<file path="src/rtl/cordic_pkg.sv">
// Shared definitions for the linear-mode CORDIC blocks: default widths,
// Q16.16 constants, saturation limits and the multiplier FSM encoding.
package cordic_pkg;

   localparam int DEF_WIDTH = 32;
   localparam int DEF_FRAC  = 16;
   localparam int DEF_ITER  = 16;

   localparam logic [31:0] ONE     = 32'h0001_0000;
   localparam logic [31:0] MAX_POS = 32'h7FFF_FFFF;
   localparam logic [31:0] MIN_NEG = 32'h8000_0000;

   typedef enum logic [1:0] {
      ST_IDLE    = 2'd0,
      ST_ITER    = 2'd1,
      ST_RESCALE = 2'd2,
      ST_DONE    = 2'd3
   } state_t;

endpackage

</file>
<file path="src/rtl/cordic_linear_step.sv">
// One linear-mode CORDIC micro-rotation: steers y by +/- (xr >>> i) and
// drives zr toward zero by -/+ (ONE >> i).
module cordic_linear_step
   import cordic_pkg::*;
#(
   parameter int WIDTH = DEF_WIDTH,
   parameter int FRAC  = DEF_FRAC,
   parameter int IW    = 4
) (
   input  logic [WIDTH-1:0] xr,
   input  logic [WIDTH-1:0] y,
   input  logic [WIDTH-1:0] zr,
   input  logic [IW-1:0]    i,
   output logic [WIDTH-1:0] y_next,
   output logic [WIDTH-1:0] zr_next
);

   localparam logic [WIDTH-1:0] ONE_W = {{(WIDTH-1){1'b0}}, 1'b1} << FRAC;

   logic             dir_pos;
   logic [WIDTH-1:0] x_sh;
   logic [WIDTH-1:0] one_sh;

   // Direction follows the sign of the residual multiplier; WIDTH-bit wrap.
   always_comb begin
      dir_pos = ~zr[WIDTH-1];
      x_sh    = $signed(xr) >>> i;
      one_sh  = ONE_W >> i;
      if (dir_pos) begin
         y_next  = y + x_sh;
         zr_next = zr - one_sh;
      end else begin
         y_next  = y - x_sh;
         zr_next = zr + one_sh;
      end
   end

endmodule

</file>
<file path="src/rtl/cordic_linear_mult.sv">
// Iterative linear-mode CORDIC multiplier: y = x*z by shift-add, then
// rescaled by 2^k with saturation to undo the upstream z normalization.
module cordic_linear_mult
   import cordic_pkg::*;
#(
   parameter int WIDTH = DEF_WIDTH,
   parameter int FRAC  = DEF_FRAC,
   parameter int ITER  = DEF_ITER
) (
   input  logic             clk,
   input  logic             rst,
   input  logic             start,
   input  logic [WIDTH-1:0] x_in,
   input  logic [WIDTH-1:0] z_in,
   input  logic [WIDTH-1:0] count_div,
   output logic [WIDTH-1:0] result,
   output logic             overflow,
   output logic             busy,
   output logic             done
);

   localparam int IW = (ITER < 2) ? 1 : $clog2(ITER);
   localparam logic [IW-1:0]    LAST_I  = IW'(ITER - 1);
   localparam logic [IW-1:0]    I_ONE   = {{(IW-1){1'b0}}, 1'b1};
   localparam logic [WIDTH-1:0] K_ONE   = {{(WIDTH-1){1'b0}}, 1'b1};
   localparam logic [WIDTH-1:0] SAT_POS = {1'b0, {(WIDTH-1){1'b1}}};
   localparam logic [WIDTH-1:0] SAT_NEG = {1'b1, {(WIDTH-1){1'b0}}};

   state_t           state_q, state_d;
   logic [WIDTH-1:0] xr_q, xr_d;
   logic [WIDTH-1:0] y_q, y_d;
   logic [WIDTH-1:0] zr_q, zr_d;
   logic [WIDTH-1:0] kr_q, kr_d;
   logic [IW-1:0]    i_q, i_d;
   logic [WIDTH-1:0] result_q, result_d;
   logic             overflow_q, overflow_d;
   logic             busy_q, busy_d;
   logic             done_q, done_d;

   logic [WIDTH-1:0] y_step;
   logic [WIDTH-1:0] zr_step;
   logic [WIDTH-1:0] y_dbl;
   logic             shift_ovf;

   function automatic logic [WIDTH-1:0] sat_value(input logic neg);
      if (neg) begin
         sat_value = SAT_NEG;
      end else begin
         sat_value = SAT_POS;
      end
   endfunction

   cordic_linear_step #(
      .WIDTH (WIDTH),
      .FRAC  (FRAC),
      .IW    (IW)
   ) u_step (
      .xr      (xr_q),
      .y       (y_q),
      .zr      (zr_q),
      .i       (i_q),
      .y_next  (y_step),
      .zr_next (zr_step)
   );

   // Next-state, datapath and registered-output logic for the FSM.
   always_comb begin
      state_d    = state_q;
      xr_d       = xr_q;
      y_d        = y_q;
      zr_d       = zr_q;
      kr_d       = kr_q;
      i_d        = i_q;
      result_d   = result_q;
      overflow_d = overflow_q;
      y_dbl      = y_q << 1;
      shift_ovf  = (y_q[WIDTH-1] != y_q[WIDTH-2]);

      case (state_q)
         ST_IDLE: begin
            if (start) begin
               xr_d       = x_in;
               zr_d       = z_in;
               y_d        = '0;
               i_d        = '0;
               kr_d       = count_div;
               overflow_d = 1'b0;
               state_d    = ST_ITER;
            end else begin
               state_d = ST_IDLE;
            end
         end
         ST_ITER: begin
            y_d  = y_step;
            zr_d = zr_step;
            i_d  = i_q + I_ONE;
            if (i_q == LAST_I) begin
               // Zero product or no halving to undo: rescale would be a no-op.
               if ((kr_q == '0) || (y_step == '0)) begin
                  result_d = y_step;
                  state_d  = ST_DONE;
               end else begin
                  state_d = ST_RESCALE;
               end
            end else begin
               state_d = ST_ITER;
            end
         end
         ST_RESCALE: begin
            if (shift_ovf) begin
               y_d        = sat_value(y_q[WIDTH-1]);
               result_d   = sat_value(y_q[WIDTH-1]);
               overflow_d = 1'b1;
               state_d    = ST_DONE;
            end else begin
               y_d  = y_dbl;
               kr_d = kr_q - K_ONE;
               if (kr_q == K_ONE) begin
                  result_d = y_dbl;
                  state_d  = ST_DONE;
               end else begin
                  state_d = ST_RESCALE;
               end
            end
         end
         ST_DONE: begin
            state_d = ST_IDLE;
         end
         default: begin
            state_d = ST_IDLE;
         end
      endcase

      busy_d = (state_d != ST_IDLE);
      done_d = (state_d == ST_DONE);
   end

   // State and output registers with synchronous reset priority.
   always_ff @(posedge clk) begin
      if (rst) begin
         state_q    <= ST_IDLE;
         xr_q       <= '0;
         y_q        <= '0;
         zr_q       <= '0;
         kr_q       <= '0;
         i_q        <= '0;
         result_q   <= '0;
         overflow_q <= 1'b0;
         busy_q     <= 1'b0;
         done_q     <= 1'b0;
      end else begin
         state_q    <= state_d;
         xr_q       <= xr_d;
         y_q        <= y_d;
         zr_q       <= zr_d;
         kr_q       <= kr_d;
         i_q        <= i_d;
         result_q   <= result_d;
         overflow_q <= overflow_d;
         busy_q     <= busy_d;
         done_q     <= done_d;
      end
   end

   assign result   = result_q;
   assign overflow = overflow_q;
   assign busy     = busy_q;
   assign done     = done_q;

endmodule

</file>
<file path="config.mk">
export PLATFORM = sky130hd
export DESIGN_NAME = cordic_linear_mult
export DESIGN_NICKNAME = d
export VERILOG_FILES = /design/src/rtl/cordic_pkg.sv /design/src/rtl/cordic_linear_step.sv /design/src/rtl/cordic_linear_mult.sv
export SDC_FILE = /design/constraint.sdc
export NUM_CORES = 1
export LEC_CHECK = 0
export CORE_MARGIN = 2
export CORE_UTILIZATION = 35
export DETAILED_ROUTE_END_ITERATION = 6
export HOLD_SLACK_MARGIN = 0.03
export PLACE_DENSITY_LB_ADDON = 0.15
export SLEW_MARGIN = 40
export SYNTH_ARGS = -nofsm -noshare
export SYNTH_HDL_FRONTEND = slang
export SYNTH_SLANG_ARGS = --single-unit
</file>
<file path="constraint.sdc">
create_clock -name clk -period 16.4 [get_ports clk]
set_clock_uncertainty 0.1 [all_clocks]
set_input_delay 4.92 -clock clk [delete_from_list [all_inputs] [get_ports clk]]
set_output_delay 4.92 -clock clk [all_outputs]
set_load 0.005 [all_outputs]
</file>
# --- After elaboration in Yosys (flattened, before gate mapping) ---
# Cells that the tools add are included.
word_totals:
  mem_bits_ro: 0
  ram_bits: 0
  latchBits: 0
  reg_bits: 169
  out_inout_bits: 35
  n_memories: 0
op_classes:
  multipliers: 0
  bitwise: 0
  shift: 2
  n_lt_le_gt_ge: 0
  n_mux: 27
  reduce_logical: 15
  add_sub_neg: 6
  n_eq_ne: 13
  div: 0
op_table:
  columns: ["cell", "count"]
  rows:
  - ["$mux W32", 12]
  - ["$pmux W32 S2", 3]
  - ["$pmux W32 S3", 1]
  - ["$add A32 B32 Y32", 2]
  - ["$logic_not A32 Y1", 2]
  - ["$sub A32 B32 Y32", 2]
  - ["$eq A32 B1 Y1 const B", 1]
  - ["$shr A17 B4 Y32 const A", 1]
  - ["$sshr A32 B4 Y32", 1]
  - ["$sub A32 B1 Y32 const B", 1]
  - ["$ne A2 B2 Y1 const B", 5]
  - ["$pmux W2 S4", 1]
  - ["$pmux W4 S2", 1]
  - ["$reduce_bool A2 Y1", 4]
  - ["$eq A2 B2 Y1 const B", 3]
  - ["$mux W1", 6]
  - ["$reduce_and A2 Y1", 3]
  - ["$reduce_and A3 Y1", 2]
  - ["$add A4 B1 Y4 const B", 1]
  - ["$eq A4 B4 Y1 const B", 1]
  - ["$mux W4", 1]
  - ["$reduce_and A4 Y1", 1]
  - ["$ne A3 B3 Y1 const B", 1]
  - ["$reduce_bool A3 Y1", 1]
  - ["6 further kinds", 6]

# --- Logic depth before layout (Yosys ltp) ---
depth:
  ltp_word: 9
  ltp_mapped: 31

# --- By module ---
# Synthesis repeated with hierarchy kept, for this count alone.
hier_totals:
  hier_cells: 1867
  hier_area_um2: 14559.0
by_module_without_submodules:
  columns: ["mod", "instances", "cells_each", "area_per_inst_um2"]
  rows:
  - ["cordic_linear_mult", 1, 1034, 8490.6]
  - ["cordic_linear_step", 1, 833, 6068.3]

# --- Worst setup path before layout ---
# Ideal clock, no wire load.
synth_timing:
  kind: "reg2reg"
  start: "register i_q[0]"
  end: "register result_q[10], in the netlist result[10]"
  period_less_slack_ps: 6543
  arrival_time_ps: 6320
  stages_incl_launch_ff: 31
  slack_ps: 9857
  setup_ps: 123
  required_ps: 16177
  path_cell_list: "dfxtp_1 clkbuf_1 buf_2 buf_2 buf_2 clkbuf_1 o21a_1 nor2_1 a31oi_1 inv_1 ha_1 and2_1 and2_0 and3_1 and2_1 clkbuf_1 a31oi_1 xor2_1 ha_1 nand2_1 o21ai_0 o31ai_1 mux2_2 o211ai_1 nand2_1 or4_1 nor4b_1 nor4b_2 nor2_4 buf_4 mux2_1"
synth_between:
  elab_chain_len: 7
  word_cells_on_any_way: 13
  cone_classes: "add/sub: 2; eq/ne: 3; shift: 1; mux: 4; reduce/logical: 3"
synth_lines:
  columns: ["element", "line", "rtl"]
  rows:
  - ["start, declared", "cordic_linear_mult.sv:34", "logic [IW-1:0] i_q, i_d;"]
  - ["start signal, assigned", "cordic_linear_mult.sv:157", "i_q <= i_d;"]
  - ["$sshr A32 B4 Y32", "cordic_linear_step.sv:27", "x_sh = $signed(xr) >>> i;"]
  - ["$add A32 B32 Y32 or $sub A32 B32 Y32 (tied branches)", "cordic_linear_step.sv:30, cordic_linear_step.sv:33", null]
  - ["$mux W32", "cordic_linear_step.sv:29", "if (dir_pos) begin"]
  - ["$logic_not A32 Y1", "cordic_linear_mult.sv:99", "if ((kr_q == '0) || (y_step == '0)) begin"]
  - ["$logic_or A1 B1 Y1", "cordic_linear_mult.sv:99", null]
  - ["$ne A2 B2 Y1 (no line)", null, null]
  - ["$reduce_and A4 Y1 (no line)", null, null]
  - ["end signal, assigned", "cordic_linear_mult.sv:158", "result_q <= result_d;"]
  - ["end, declared", "cordic_linear_mult.sv:35", "logic [WIDTH-1:0] result_q, result_d;"]
# Several ways; a longest one is shown, not always the timed one. The select of a mux whose other input is x is not followed.
# A chain may end at the register's enable or synchronous reset.

# --- Worst setup path after layout ---
layout_timing:
  start: "register i_q[2]"
  end: "register result_q[29], in the netlist result[29]"
# Same word-level chain as after synthesis.

==> impl_metrics.json <==
{
  "status": "complete, no violations",
  "grt_max_degree": 127,
  "via_per_inst": 5.71,
  "fmax_mhz": 122,
  "rsz0062_at_grt": "false",
  "dp_hpwl_mm": 34.3,
  "synthArstFlopShare_pct": 0,
  "netlist.area_leader.share_pct": 22.6,
  "post_cts_buffers": 0,
  "synth_area_leaders": "dfxtp_1 23%, a21oi_1 7.4%, ha_1 6.6%",
  "yosys.area_share.simple_pct": 22.4,
  "ys_seq_area_share_pct": 22.6,
  "p_leak_nw": 6.59,
  "slew_headroom_pct": 41.2,
  "endpoint_kind": "flop",
  "nNetsFinal": 2192,
  "cts_buffers": 17,
  "antenna_found_initial": 0,
  "hold_viol": 0,
  "cts_resized": 0,
  "switchingPower_w": 0.000585,
  "dp.cells": 2532,
  "gp_congestion": 0.885,
  "wl_per_cell_microns": 18.3,
  "swShare_pct": 39.0,
  "fp.dieW_microns": 210,
  "seq_power_share_pct": 31.4,
  "final_cell_mix": "221 x a21oi_1, 207 x nor2_1, 197 x nand2_1",
  "crit_arrival_ps": 8460,
  "synth-xor-area-share_pct": 4.34,
  "grt_pass1_wl_mm": 75.4,
  "max-clock-path-buffers": 2,
  "post-route-util_pct": 40.8,
  "syn_to_final_growth_pct": 14.9,
  "path_max_fanout": 44,
  "layout_commonest_cell": "a21oi_1",
  "critical_path_class": "reg2reg",
  "grtUsageTotal_pct": 21.4,
  "vias": 14600,
  "start_util_pct": 35.5,
  "grt_pass1_vias": 13700,
  "startpoint_type": "flop",
  "final_area_sq_um": 17100,
  "syn_avg_cell_area_sq_um": 7.54,
  "power.density_nw_per_um2": 87.6,
  "worst_pin_slew_ps": 878,
  "clkSlewWorstSetupHoldPaths_ps": 60,
  "ys.flop_type": "dfxtp_1",
  "synth_cells": 1974,
  "ir_worst_vdd_mv": 0.0663,
  "synth_edf_count": 0,
  "die_h_microns": 210,
  "clk_latency_ps": 470,
  "cts_root_buf": "clkbuf_16",
  "die_area_sq_um": 44200,
  "synth_top_family_by_area": "compound AO/OA/AOI/OAI gates",
  "syn-num-nets": 2154,
  "required_ps": 16650,
  "synth_compound_area_share_pct": 26.0,
  "drive_gt1_share_pct": 6.47,
  "postCtsHoldBufs": 0,
  "ant_nets": 0,
  "grt_overflow": 0,
  "combPwrFrac_pct": 42.3,
  "ys_types": 81,
  "drtPass1Iterations": 5,
  "stdcell_count": 2563,
  "cts_num_sinks": 168,
  "cts_htree_levels": 4,
  "first_iter_violations": 959,
  "layout_worst_path_cycle_share_pct": 50.1,
  "io_buffers": 132,
  "ys_warn_count": 0,
  "timing.max_cap.violations": 0,
  "synth_top_cell_by_area": "dfxtp_1",
  "setup_tns_ps": 0,
  "p_total_w": 0.00150,
  "dpl_cell_area_sq_um": 16600,
  "min_period_ps": 8210,
  "finalSetupViolCount": 0,
  "io_pins": 134,
  "antennaDiodeCount": 0,
  "cts_tree": "built",
  "internal-power_w": 0.000914,
  "synthAdderAreaFrac_pct": 6.91,
  "num_rows": 75,
  "postRouteWirelength_mm": 46.9,
  "synthMuxAreaShare_pct": 12.6,
  "core_area_sq_um": 41900,
  "drc_errors": 0,
  "hold_class": "reg2reg",
  "syn_area_sq_um": 14900,
  "drv_slew": 0,
  "p_clk_share_pct": 26.3,
  "ys_seq_elements": 168
}
-- registers in the layout (all words and copies together), names as in the netlist --
register / flops
done: 1
state_q: 2
zr_q: 31
kr_q: 32
y_q: 32
xr_q: 32
overflow: 1
busy: 1
result: 32
i_q: 4
-- Yosys cell counts (14+ instances only) --
cell / n
a21oi_1: 221
nor2_1: 207
nand2_1: 197
dfxtp_1: 168
clkbuf_1: 105
o21ai_0: 87
mux2i_1: 82
ha_1: 79
inv_1: 59
a211oi_1: 48
xnor2_1: 47
nor3_1: 46
nand2b_1: 45
nor2b_1: 45
nand3_1: 35
o22ai_1: 34
a22oi_1: 33
a21o_1: 31
mux4_2: 30
xor2_1: 25
and2_1: 24
and3_1: 23
mux2_2: 22
a31oi_1: 20
o211ai_1: 18
or3_1: 18
o21a_1: 16
nand4_1: 15
buf_1: 14
-- cell type report --
cell class / count / area (sq um)
clock buffers: 20 / 437
clock inverters: 11 / 98.8
fillers: 4324 / 24800
inverters: 63 / 236
multi-input cells: 1609 / 10800
flip-flops and latches: 168 / 3370
well taps: 539 / 674
repair buffers: 153 / 1500
-- critical path, cell delays in order, from the launching register on --
cell      delay (ps)
dfxtp_2          530
buf_4            560
clkinv_1         730
mux2_2           510
mux2i_1          210
and2_1           200
and2_0           300
and3_1           260
a21oi_1           90
xnor2_1          360
ha_1             380
o21ai_0          380
o21ai_0          230
o31ai_1          290
mux2_2           360
o211ai_1         210
nand2_1          130
or4_1            500
nor4b_2          580
nor4b_2          420
nor2_4           200
buf_8            210
mux2_1           310
-- metrics by stage --
step	hold slack, ps	setup slack [ps]
after floorplan	333	9860
after global placement	350	8200
after detailed placement	359	8350
after CTS	368	8320
after global routing	393	7600
final	366	8190
-- cells by family (layout without fill, tap and decap cells) --
| logic type | after synthesis | after routing |
|---|---|---|
| compound gates | 608 | 608 |
| xor+xnor | 73 | 73 |
| buf+inv | 197 | 247 |
| fa+ha+maj | 81 | 81 |
| simple gates | 701 | 701 |
| mux | 146 | 146 |
| flops | 168 | 168 |
-- power by group through the flow --
stage          Combinational (W)  Clock [W]  Sequential [W]
2_1_floorplan           0.000459          0        0.000469
3_3_place_gp            0.000623          0        0.000478
3_5_place_dp            0.000630          0        0.000479
4_1_cts                 0.000633   0.000411        0.000470
5_1_grt                 0.000703   0.000424        0.000475
6_report                0.000635   0.000394        0.000470
-- worst paths after layout --
kind,from,cells after the start,slack (ps),end
worst max-delay path,i_q[2],22,8190,result[29]
worst min-delay path,xr_q[0],2,370,xr_q[0]
worst max register to register,i_q[2],22,8190,result[29]
worst min register to register,xr_q[0],2,370,xr_q[0]
-- per-layer routing --
| metal | track usage [%] | up-vias | share of wire (%) |
|---|---|---|---|
| li1 | - | 7318 | - |
| met1 | 29.2 | 6931 | 48 |
| met2 | 33.9 | 324 | 46 |
| met3 | 3.58 | 53 | 4.3 |
| met4 | 7.65 | 0 | 2.3 |
| met5 | 0 | - | 0 |
No activity file was read; power rests on OpenSTA's default activity.
